[src/rtl/rsa_req_ctrl.sv]
// Request controller sequencing one text word through an external RSA core.
// Optional input range check against the modulus: define RSA_REQ_RANGE_CHECK_EN.
module rsa_req_ctrl #(
   parameter int unsigned TIMEOUT_CYCLES = 65535
) (
   input  logic        clk,
   input  logic        reset,
   input  logic        cfg_load,
   input  logic [31:0] cfg_key,
   input  logic [31:0] cfg_mod,
   input  logic        in_valid,
   output logic        in_ready,
   input  logic [31:0] in_data,
   output logic [31:0] core_text,
   output logic [31:0] core_key,
   output logic [31:0] core_mod,
   output logic        core_go,
   input  logic        core_done,
   input  logic [31:0] core_result,
   output logic        out_valid,
   input  logic        out_ready,
   output logic [31:0] out_data,
   output logic        busy,
   output logic        err_timeout
`ifdef RSA_REQ_RANGE_CHECK_EN
   ,
   output logic        err_range
`endif
);

   typedef enum logic [1:0] {
      IDLE,
      LAUNCH,
      WAIT,
      HOLD
   } state_t;

   localparam logic [15:0] TimeoutLimit = 16'(TIMEOUT_CYCLES);

   state_t      state_q, state_d;
   logic [31:0] text_q, text_d;
   logic [31:0] key_q, key_d;
   logic [31:0] mod_q, mod_d;
   logic [31:0] out_q, out_d;
   logic [15:0] cnt_q, cnt_d;
   logic [15:0] cnt_inc;
   logic        err_to_q, err_to_d;
`ifdef RSA_REQ_RANGE_CHECK_EN
   logic        err_rng_q, err_rng_d;
   logic [31:0] mod_eff;
`endif

   assign cnt_inc = cnt_q + 16'd1;

   always_comb begin
      state_d   = state_q;
      text_d    = text_q;
      key_d     = key_q;
      mod_d     = mod_q;
      out_d     = out_q;
      cnt_d     = cnt_q;
      err_to_d  = err_to_q;
      in_ready  = 1'b0;
      core_go   = 1'b0;
      out_valid = 1'b0;
`ifdef RSA_REQ_RANGE_CHECK_EN
      err_rng_d = err_rng_q;
      // A same-cycle cfg_load applies to the word being accepted.
      mod_eff   = cfg_load ? cfg_mod : mod_q;
`endif
      unique case (state_q)
         IDLE: begin
            in_ready = 1'b1;
            if (cfg_load) begin
               key_d = cfg_key;
               mod_d = cfg_mod;
            end
            if (in_valid) begin
               text_d  = in_data;
               state_d = LAUNCH;
`ifdef RSA_REQ_RANGE_CHECK_EN
               if (in_data >= mod_eff) begin
                  err_rng_d = 1'b1;
                  state_d   = IDLE;
               end
`endif
            end
         end
         LAUNCH: begin
            core_go = 1'b1;
            state_d = WAIT;
         end
         WAIT: begin
            // core_done wins over a timeout expiring in the same cycle.
            if (core_done) begin
               out_d   = core_result;
               cnt_d   = '0;
               state_d = HOLD;
            end else if (cnt_inc == TimeoutLimit) begin
               err_to_d = 1'b1;
               cnt_d    = '0;
               state_d  = IDLE;
            end else begin
               cnt_d = cnt_inc;
            end
         end
         HOLD: begin
            out_valid = 1'b1;
            if (out_ready) state_d = IDLE;
         end
         default: state_d = IDLE;
      endcase
   end

   always_ff @(posedge clk) begin
      if (reset) begin
         state_q   <= IDLE;
         text_q    <= '0;
         key_q     <= '0;
         mod_q     <= '0;
         out_q     <= '0;
         cnt_q     <= '0;
         err_to_q  <= 1'b0;
`ifdef RSA_REQ_RANGE_CHECK_EN
         err_rng_q <= 1'b0;
`endif
      end else begin
         state_q   <= state_d;
         text_q    <= text_d;
         key_q     <= key_d;
         mod_q     <= mod_d;
         out_q     <= out_d;
         cnt_q     <= cnt_d;
         err_to_q  <= err_to_d;
`ifdef RSA_REQ_RANGE_CHECK_EN
         err_rng_q <= err_rng_d;
`endif
      end
   end

   assign core_text   = text_q;
   assign core_key    = key_q;
   assign core_mod    = mod_q;
   assign out_data    = out_q;
   assign busy        = (state_q != IDLE);
   assign err_timeout = err_to_q;
`ifdef RSA_REQ_RANGE_CHECK_EN
   assign err_range   = err_rng_q;
`endif

endmodule
[config.mk]
export PLATFORM = sky130hd
export DESIGN_NAME = rsa_req_ctrl
export DESIGN_NICKNAME = d
export VERILOG_FILES = /design/src/rtl/rsa_req_ctrl.sv
export SDC_FILE = /design/constraint.sdc
export NUM_CORES = 1
export LEC_CHECK = 0
export ABC_AREA = 1
export CAP_MARGIN = 10
export CORE_ASPECT_RATIO = 0.6
export CORE_MARGIN = 1.5
export CORE_UTILIZATION = 41
export CTS_CLUSTER_SIZE = 28
export DETAILED_ROUTE_END_ITERATION = 10
export MAX_ROUTING_LAYER = met4
export PLACE_DENSITY_LB_ADDON = 0.12
export SKIP_LAST_GASP = 1
export SYNTH_ARGS = -nofsm -noshare
export SYNTH_HDL_FRONTEND = slang
export SYNTH_SLANG_ARGS = --single-unit
export TNS_END_PERCENT = 5
[constraint.sdc]
create_clock -name clk -period 2.7 [get_ports clk]
set_clock_uncertainty 0.2 [all_clocks]
set_input_delay 0.54 -clock clk [delete_from_list [all_inputs] [get_ports clk]]
set_output_delay 0.54 -clock clk [all_outputs]
set_load 0.1 [all_outputs]
==> results of run 1 <==
-- final cells by class --
cell class / instances / area [µm²] / share of cell area (%)
clock buffer: 18 / 429 / 4.90
tap: 170 / 213 / 2.43
clock inverter: 12 / 205 / 2.35
timing repair buffer: 277 / 2440 / 27.9
inverter: 27 / 101 / 1.16
sequential: 147 / 2940 / 33.6
multi-input combinational: 537 / 2410 / 27.6
-- metal layers --
metal	up-vias	track usage, %	part of all wire, %
li1	2966	-	-
met1	2530	31.7	47
met2	186	34.9	44
met3	22	6.41	7.3
met4	0	8.09	1.7
met5	-	-	0
-- worst max path at each step --
stage | from | end | slack [ns] | cells past startpoint
global route | cnt_q[1] | state_q[1] | 0.16 | 12
floorplan | state_q[1] | core_text[0] | 0.05 | 7
detailed placement | in_valid | core_text[26] | 0.40 | 6
finish | cnt_q[1] | state_q[1] | 0.40 | 12
CTS | cnt_q[1] | state_q[1] | 0.43 | 12
global placement | in_valid | core_text[2] | 0.45 | 6
-- cells in the mapped netlist --
cell / n / share of area (%)
clkinv_1: 1 / 0.067
nor2_4: 3 / 0.60
nand2_1: 94 / 6.3
o21ai_1: 3 / 0.27
inv_1: 25 / 1.7
or2_2: 1 / 0.11
o21bai_2: 1 / 0.20
o21ai_2: 1 / 0.16
nand3_1: 51 / 4.5
o21ai_0: 99 / 8.8
clkbuf_1: 45 / 3.0
nand3b_1: 3 / 0.40
nor2_2: 2 / 0.22
buf_1: 2 / 0.13
a21oi_1: 50 / 4.4
buf_6: 1 / 0.20
dfxtp_1: 147 / 52
nand3_4: 1 / 0.31
nand2_2: 4 / 0.44
nor2_1: 208 / 14
nand3_2: 1 / 0.18
nand4_1: 13 / 1.4
inv_2: 1 / 0.067
ha_1: 2 / 0.44
-- logic make-up after synthesis --
| logic type | count (synthesis) |
|---|---|
| compound gates | 154 |
| flops | 147 |
| buf+inv | 75 |
| fa+ha+maj | 2 |
| simple gates | 381 |
-- placed cells by master (no fill, tap or decap), types with 3 or more instances in the layout --
master	instances
nor2_1	207
dfxtp_1	147
buf_4	141
clkdlybuf4s50_1	132
o21ai_0	99
nand2_1	93
nand3_1	51
a21oi_1	50
inv_1	24
clkbuf_16	17
nand4_1	13
nand2_2	5
bufinv_16	5
nor2_4	4
o21ai_1	3
nand3b_1	3
inv_6	3
buf_12	3
-- worst max-delay path: cells and delay by family (launching register included) --
| kind | cells | cell delay [ns] |
|---|---|---|
| DFF | 1 | 0.40 |
| and+or+nand+nor | 9 | 1.21 |
| AOI/OAI and AO/OA | 1 | 0.10 |
| adders and majority gates | 1 | 0.25 |
| buffers and inverters | 1 | 0.05 |
-- stage by stage --
stage / hold WS, ns / cells
5_1_grt: 0.275 / 1188
4_1_cts: 0.263 / 1188
2_1_floorplan: 0.253 / 759
3_5_place_dp: 0.253 / 1158
6_report: 0.261 / 1188
3_3_place_gp: 0.242 / 1158
-- power groups by stage --
stage	Combinational [mW]	Sequential, mW	Clock, mW
finish	4.60	2.74	2.56
global route	4.82	2.79	2.70
CTS	4.62	2.74	2.61
detailed placement	4.61	2.77	0
global placement	4.60	2.77	0
floorplan	0.967	5.32	0
-- registers in the layout, indices dropped and copies added, names as in the netlist --
name	flops
state_q	2
core_mod	32
core_key	32
core_text	32
cnt_q	16
out_data	32
err_timeout	1
==> summary.txt, run 1 <==
Status
  – Outcome: finished clean

Setup path
  – Max incr delay on CP: 0.40 ns
  – Crit-path max FO: 16
  – Worst reg2reg setup slack: 0.40 ns
  – Critical path endpoint category: flip-flop
  – Reg2reg end: state_q[1]
  – Critical path data required time: 2.80 ns
  – Startpoint types: flip-flop
  – Arrival time worst endpoint: 2.40 ns
  – R2R Path Start: cnt_q[1]
  – Setup CP Type: flip-flop to flip-flop
  – Crit-path cells: ha_1, nand3_2, nor2_4, nand3_1, nand2_1, nand3_1, nor2_1, nand3_4, nand2_2, nand2_1, o21ai_1, inv_1
  – Slowest cell on the critical path: dfxtp_1
  – R2R depth: 12

Clock tree
  – Clock Latency Late Sink: 0.40 ns
  – Num CTS Buffers: 17
  – H-tree depth: 4
  – Hold_buf cts: 0
  – Post-CTS Setup Bufs: 0
  – CTS tree: yes
  – Clock tree buffer depth: 2
  – Clock slew at reported path FFs: 0.06 ns
  – CTS sink cnt: 147
  – Root Driver: clkbuf_16
  – Post-cts sizing count: 0

Routing
  – Drt via density: 4.80
  – Initial DRC count: 516
  – Remaining DRCs: 0
  – Routed Antenna Nets: 0
  – Via count: 5,704
  – Total wire length: 16,800 µm
  – First-pass iteration count of the detailed router: 5
  – WL/cell: 14.1 µm

Pwr
  – Int Power: 5.14 mW
  – Switch share: 48.1%
  – Clock Power Share: 25.9%
  – Pwr per Cell Area: 1130 nW/µm²
  – Total Power: 9.89 mW
  – Sequential Power Share: 27.7%
  – Gate power share: 46.5%
  – Peak VDD IR: 0.789 mV
  – Switching Power: 4.76 mW
  – Static leakage: 3.65 nW

Synthesis
  – Largest family of logic cells by synthesized area: simple AND/OR/NAND/NOR gates
  – Synthesized flop and latch total: 147
  – Synth Cell Area: 5640 µm²
  – Synth unique cells: 24
  – Ys Warns: 0
  – Compound-Gate Fraction of Synth Area: 13.9%
  – Proportion of synthesized area in mux cells: 0%
  – Synth Area in XOR/XNOR: 0%
  – Syn Nets: 895
  – Cell count after synthesis: 759
  – Syn avg cell area: 7.42 µm²
  – Sequential share of the synthesized area: 52.2%
  – Synth Area in Adders: 0.444%
  – Simple-gate portion of the synthesized area: 28.4%

Finish
  – Layout cells sized above 1: 18.9%
  – Area Growth Syn to Fin: 55.3%
  – Layout net count: 1,143
  – Fin area: 8750 µm²
  – Fillers: 1,163
  – Fin util: 66.6%
  – Antenna Cells: 0

Global route
  – First-pass GRT wire length: 26,400 µm
  – Total global routing overflow: 0
  – Vias in the first global route: 5,192
  – Pin count of the biggest net entering global routing: 99
  – GRT Util Overall: 23.8%
  – Antenna violations before repair: 0

Timing
  – Unrepaired setup endpoints after global routing: no
  – Pins over their slew limit: 0
  – Minimum clock period: 2.30 ns
  – Hold Fails Final Rpt: 0
  – Max Clock Freq: 435 MHz
  – Crit share post-route: 85.2%
  – Max_slew headroom: 33.7%
  – Worst Setup Slack, final: 0.399 ns
  – Setup-failing EPs final: 0
  – Setup TNS: 0 ns
  – Slew @ Worst Pin: 0.994 ns

Worst hold path
  – Hold path endpoint: out_data[12]
  – Hold_sp: out_data[12]
  – Cells on Worst Hold Path: 2
  – Hold WC Path Type: flip-flop to flip-flop

Place
  – Cell Area, Placed: 8120 µm²
  – HPWL Detailed: 11,600 µm
  – Port Buf Inserts: 266
  – Gpl congestion: 0.908
  – Placement Setup Slack: 0.403 ns

Run
  – Max-Cap Viols: 0

Floorplan
  – Io pins: 267
  – Core area: 13,100 µm²
  – FP Rows: 32
  – Die ar.: 14,500 µm²
  – Starting Density: 42.9%
  – Die Wd: 154 µm
  – Die Ht: 93.8 µm
(Power assumes the default switching activity.)
==> inputs of run 2 (changes only) <==
Settings changed: CTS_CLUSTER_SIZE 28 to 14, GPL_ROUTABILITY_DRIVEN set to 0.
==> run 2 against run 1 <==
Maximum frequency down 1.8%. Utilization increased by 0.067 points. Design area is 0.10% higher. Register-to-register slack worse by 0.04 ns. Sequential share of layout area about the same. Die area is the same. First-iteration DRC count is 5.6% lower.
==> summary.txt, run 2 (synthesis gave the netlist of run 1 again) <==
Pwr
  – Switch share: 48.8% (+0.71 points)
  – Gate power share: 46.6% (about the same)
  – Clock Power Share: 25.7% (-0.2 points)
  – Total Power: 9.88 mW (-0.11%)
  – Peak VDD IR: 0.724 mV (-8.2%)
  – Switching Power: 4.82 mW (+1.4%)
  – Pwr per Cell Area: 1130 nW/µm² (-0.21%)
  – Sequential Power Share: 27.8% (about the same)
  – Static leakage: 3.65 nW (about the same)
  – Int Power: 5.06 mW (-1.5%)

Place
  – Placement Setup Slack: 0.381 ns (-0.0218 ns)
  – Placed insts: 1,161 (+0.26%)
  – Cell Area, Placed: 8130 µm² (+0.12%)
  – HPWL Detailed: 11,900 µm (+2.4%)
  – Port Buf Inserts: 266 (unchanged)

Routing
  – Routed Antenna Nets: 0 (unchanged)
  – WL/cell: 14.4 µm (+1.5%)
  – Total wire length: 17,100 µm (+2.0%)
  – Initial DRC count: 487 (-5.6%)
  – Drt via density: 4.86 (+1.3%)
  – Via count: 5,801 (+1.7%)
  – First-pass iteration count of the detailed router: 5 (unchanged)
  – Remaining DRCs: 0 (unchanged)

Setup path
  – Crit-path max FO: 16 (unchanged)
  – Setup CP Type: flip-flop to flip-flop
  – Critical path endpoint category: flip-flop
  – CP Launch Point: cnt_q[1]
  – Critical path data required time: 2.81 ns (about the same)
  – R2R Path Start: cnt_q[1]
  – Startpoint types: flip-flop
  – Arrival time worst endpoint: 2.45 ns (+0.05 ns)

Finish
  – Area Growth Syn to Fin: 55.4%
  – Fin util: 66.7% (+0.067 points)
  – Most common cell after layout, fill and taps aside: nor2_1
  – Fillers: 1,146 (-1.5%)
  – Fin area: 8760 µm² (+0.10%)
  – Layout net count: 1,146 (+0.26%)
  – Multi-input gate area: 2410 µm² (unchanged)
  – Commonest non-fill, non-tap cells in the layout: 207 x nor2_1, 147 x dfxtp_1, 145 x buf_4
  – Sequential Area: 2940 µm² (unchanged)
  – Final cell count without fillers: 1,193 (+0.42%)
  – Antenna Cells: 0 (unchanged)
  – Layout cells sized above 1: 19.3% (+0.40 points)

Floorplan
  – FP Rows: 32 (unchanged)
  – Die Wd: 154 µm (unchanged)
  – Starting Density: 42.9% (unchanged)
  – Core area: 13,100 µm² (unchanged)
  – Die Ht: 93.8 µm (unchanged)
  – Io pins: 267 (unchanged)
  – Die ar.: 14,500 µm² (unchanged)

Clock tree
  – Num CTS Buffers: 17 (unchanged)
  – Clock Latency Late Sink: 0.41 ns (about the same)
  – Hold_buf cts: 0 (unchanged)
  – H-tree depth: 4 (unchanged)
  – Post-cts sizing count: 0 (unchanged)
  – Post-CTS Setup Bufs: 0 (unchanged)
  – Root Driver: clkbuf_16
  – Clock slew at reported path FFs: 0.06 ns (about the same)
  – CTS tree: yes
  – Clock tree buffer depth: 2 (unchanged)
  – CTS sink cnt: 147 (unchanged)

Global route
  – Total global routing overflow: 0 (unchanged)
  – First-pass GRT wire length: 26,500 µm (+0.50%)
  – Vias in the first global route: 5,090 (-2.0%)
  – Pin count of the biggest net entering global routing: 99 (unchanged)
  – GRT Util Overall: 24.0% (+0.29 points)
  – Antenna violations before repair: 0 (unchanged)

Timing
  – Setup-failing EPs final: 0 (unchanged)
  – Pins over their slew limit: 0 (unchanged)
  – Worst Setup Slack, final: 0.356 ns (-0.0429 ns)
  – Minimum clock period: 2.34 ns (+0.0429 ns)
  – Unrepaired setup endpoints after global routing: no
  – Crit share post-route: 86.8% (+1.6 points)
  – Max Clock Freq: 427 MHz (-1.8%)
  – Hold Fails Final Rpt: 0 (unchanged)
  – Setup TNS: 0 ns (unchanged)
  – Hold Slack: 0.261 ns (+0.000760 ns)
  – Max_slew headroom: 33.9% (+0.22 points)
  – Slew @ Worst Pin: 0.991 ns (-0.00336 ns)

Run
  – Max-Cap Viols: 0 (unchanged)

Worst hold path
  – Hold WC Path Type: flip-flop to flip-flop
  – Hold_sp: out_data[24]

Status
  – Outcome: finished clean
run 2: cell count changes in the layout (fill, tap and decap cells not counted), sizes merged:
cell	delta
bufinv	-1
buf	+3
clkinvlp	+3
run 2: power by group through the flow:
stage                     Sequential, mW  Combinational, mW  Clock, mW
after detailed placement            2.77               4.63          0
after global placement              2.78               4.61          0
after global routing                2.79               4.81       2.68
final                               2.74               4.60       2.54
after floorplan                     5.32              0.967          0
after CTS                           2.74               4.62       2.58
run 2: path summary, 6_finish.rpt:
check	slack (ns)	cells after the start	endpoint
min	0.26	2	out_data[24]
min reg2reg	0.26	2	out_data[24]
max	0.36	12	state_q[1]
max reg2reg	0.36	12	state_q[1]
run 2: worst max-delay path, cell delays in order, from the launching register on:
cell	delay (ns)
dfxtp_1	0.40
ha_1	0.25
nand3_2	0.13
nor2_4	0.18
nand3_1	0.10
nand2_1	0.10
nand3_1	0.08
nor2_1	0.22
nand3_4	0.24
nand2_2	0.14
nand2_1	0.05
o21ai_1	0.11
inv_1	0.04
run 2: cell type report:
type,count,area share [%]
sequential,147,33.6
timing repair buffer,280,28.0
multi-input combinational,537,27.6
clock buffer,18,4.90
tap,170,2.43
clock inverter,14,2.33
inverter,27,1.16
run 2: metal layers:
metal | vias up | GRT usage, % | share of wire [%]
li1 | 2971 | - | -
met2 | 206 | 34.7 | 43
met1 | 2601 | 32.2 | 47
met3 | 23 | 7.56 | 8.1
met5 | - | - | 0
met4 | 0 | 7.21 | 1.7
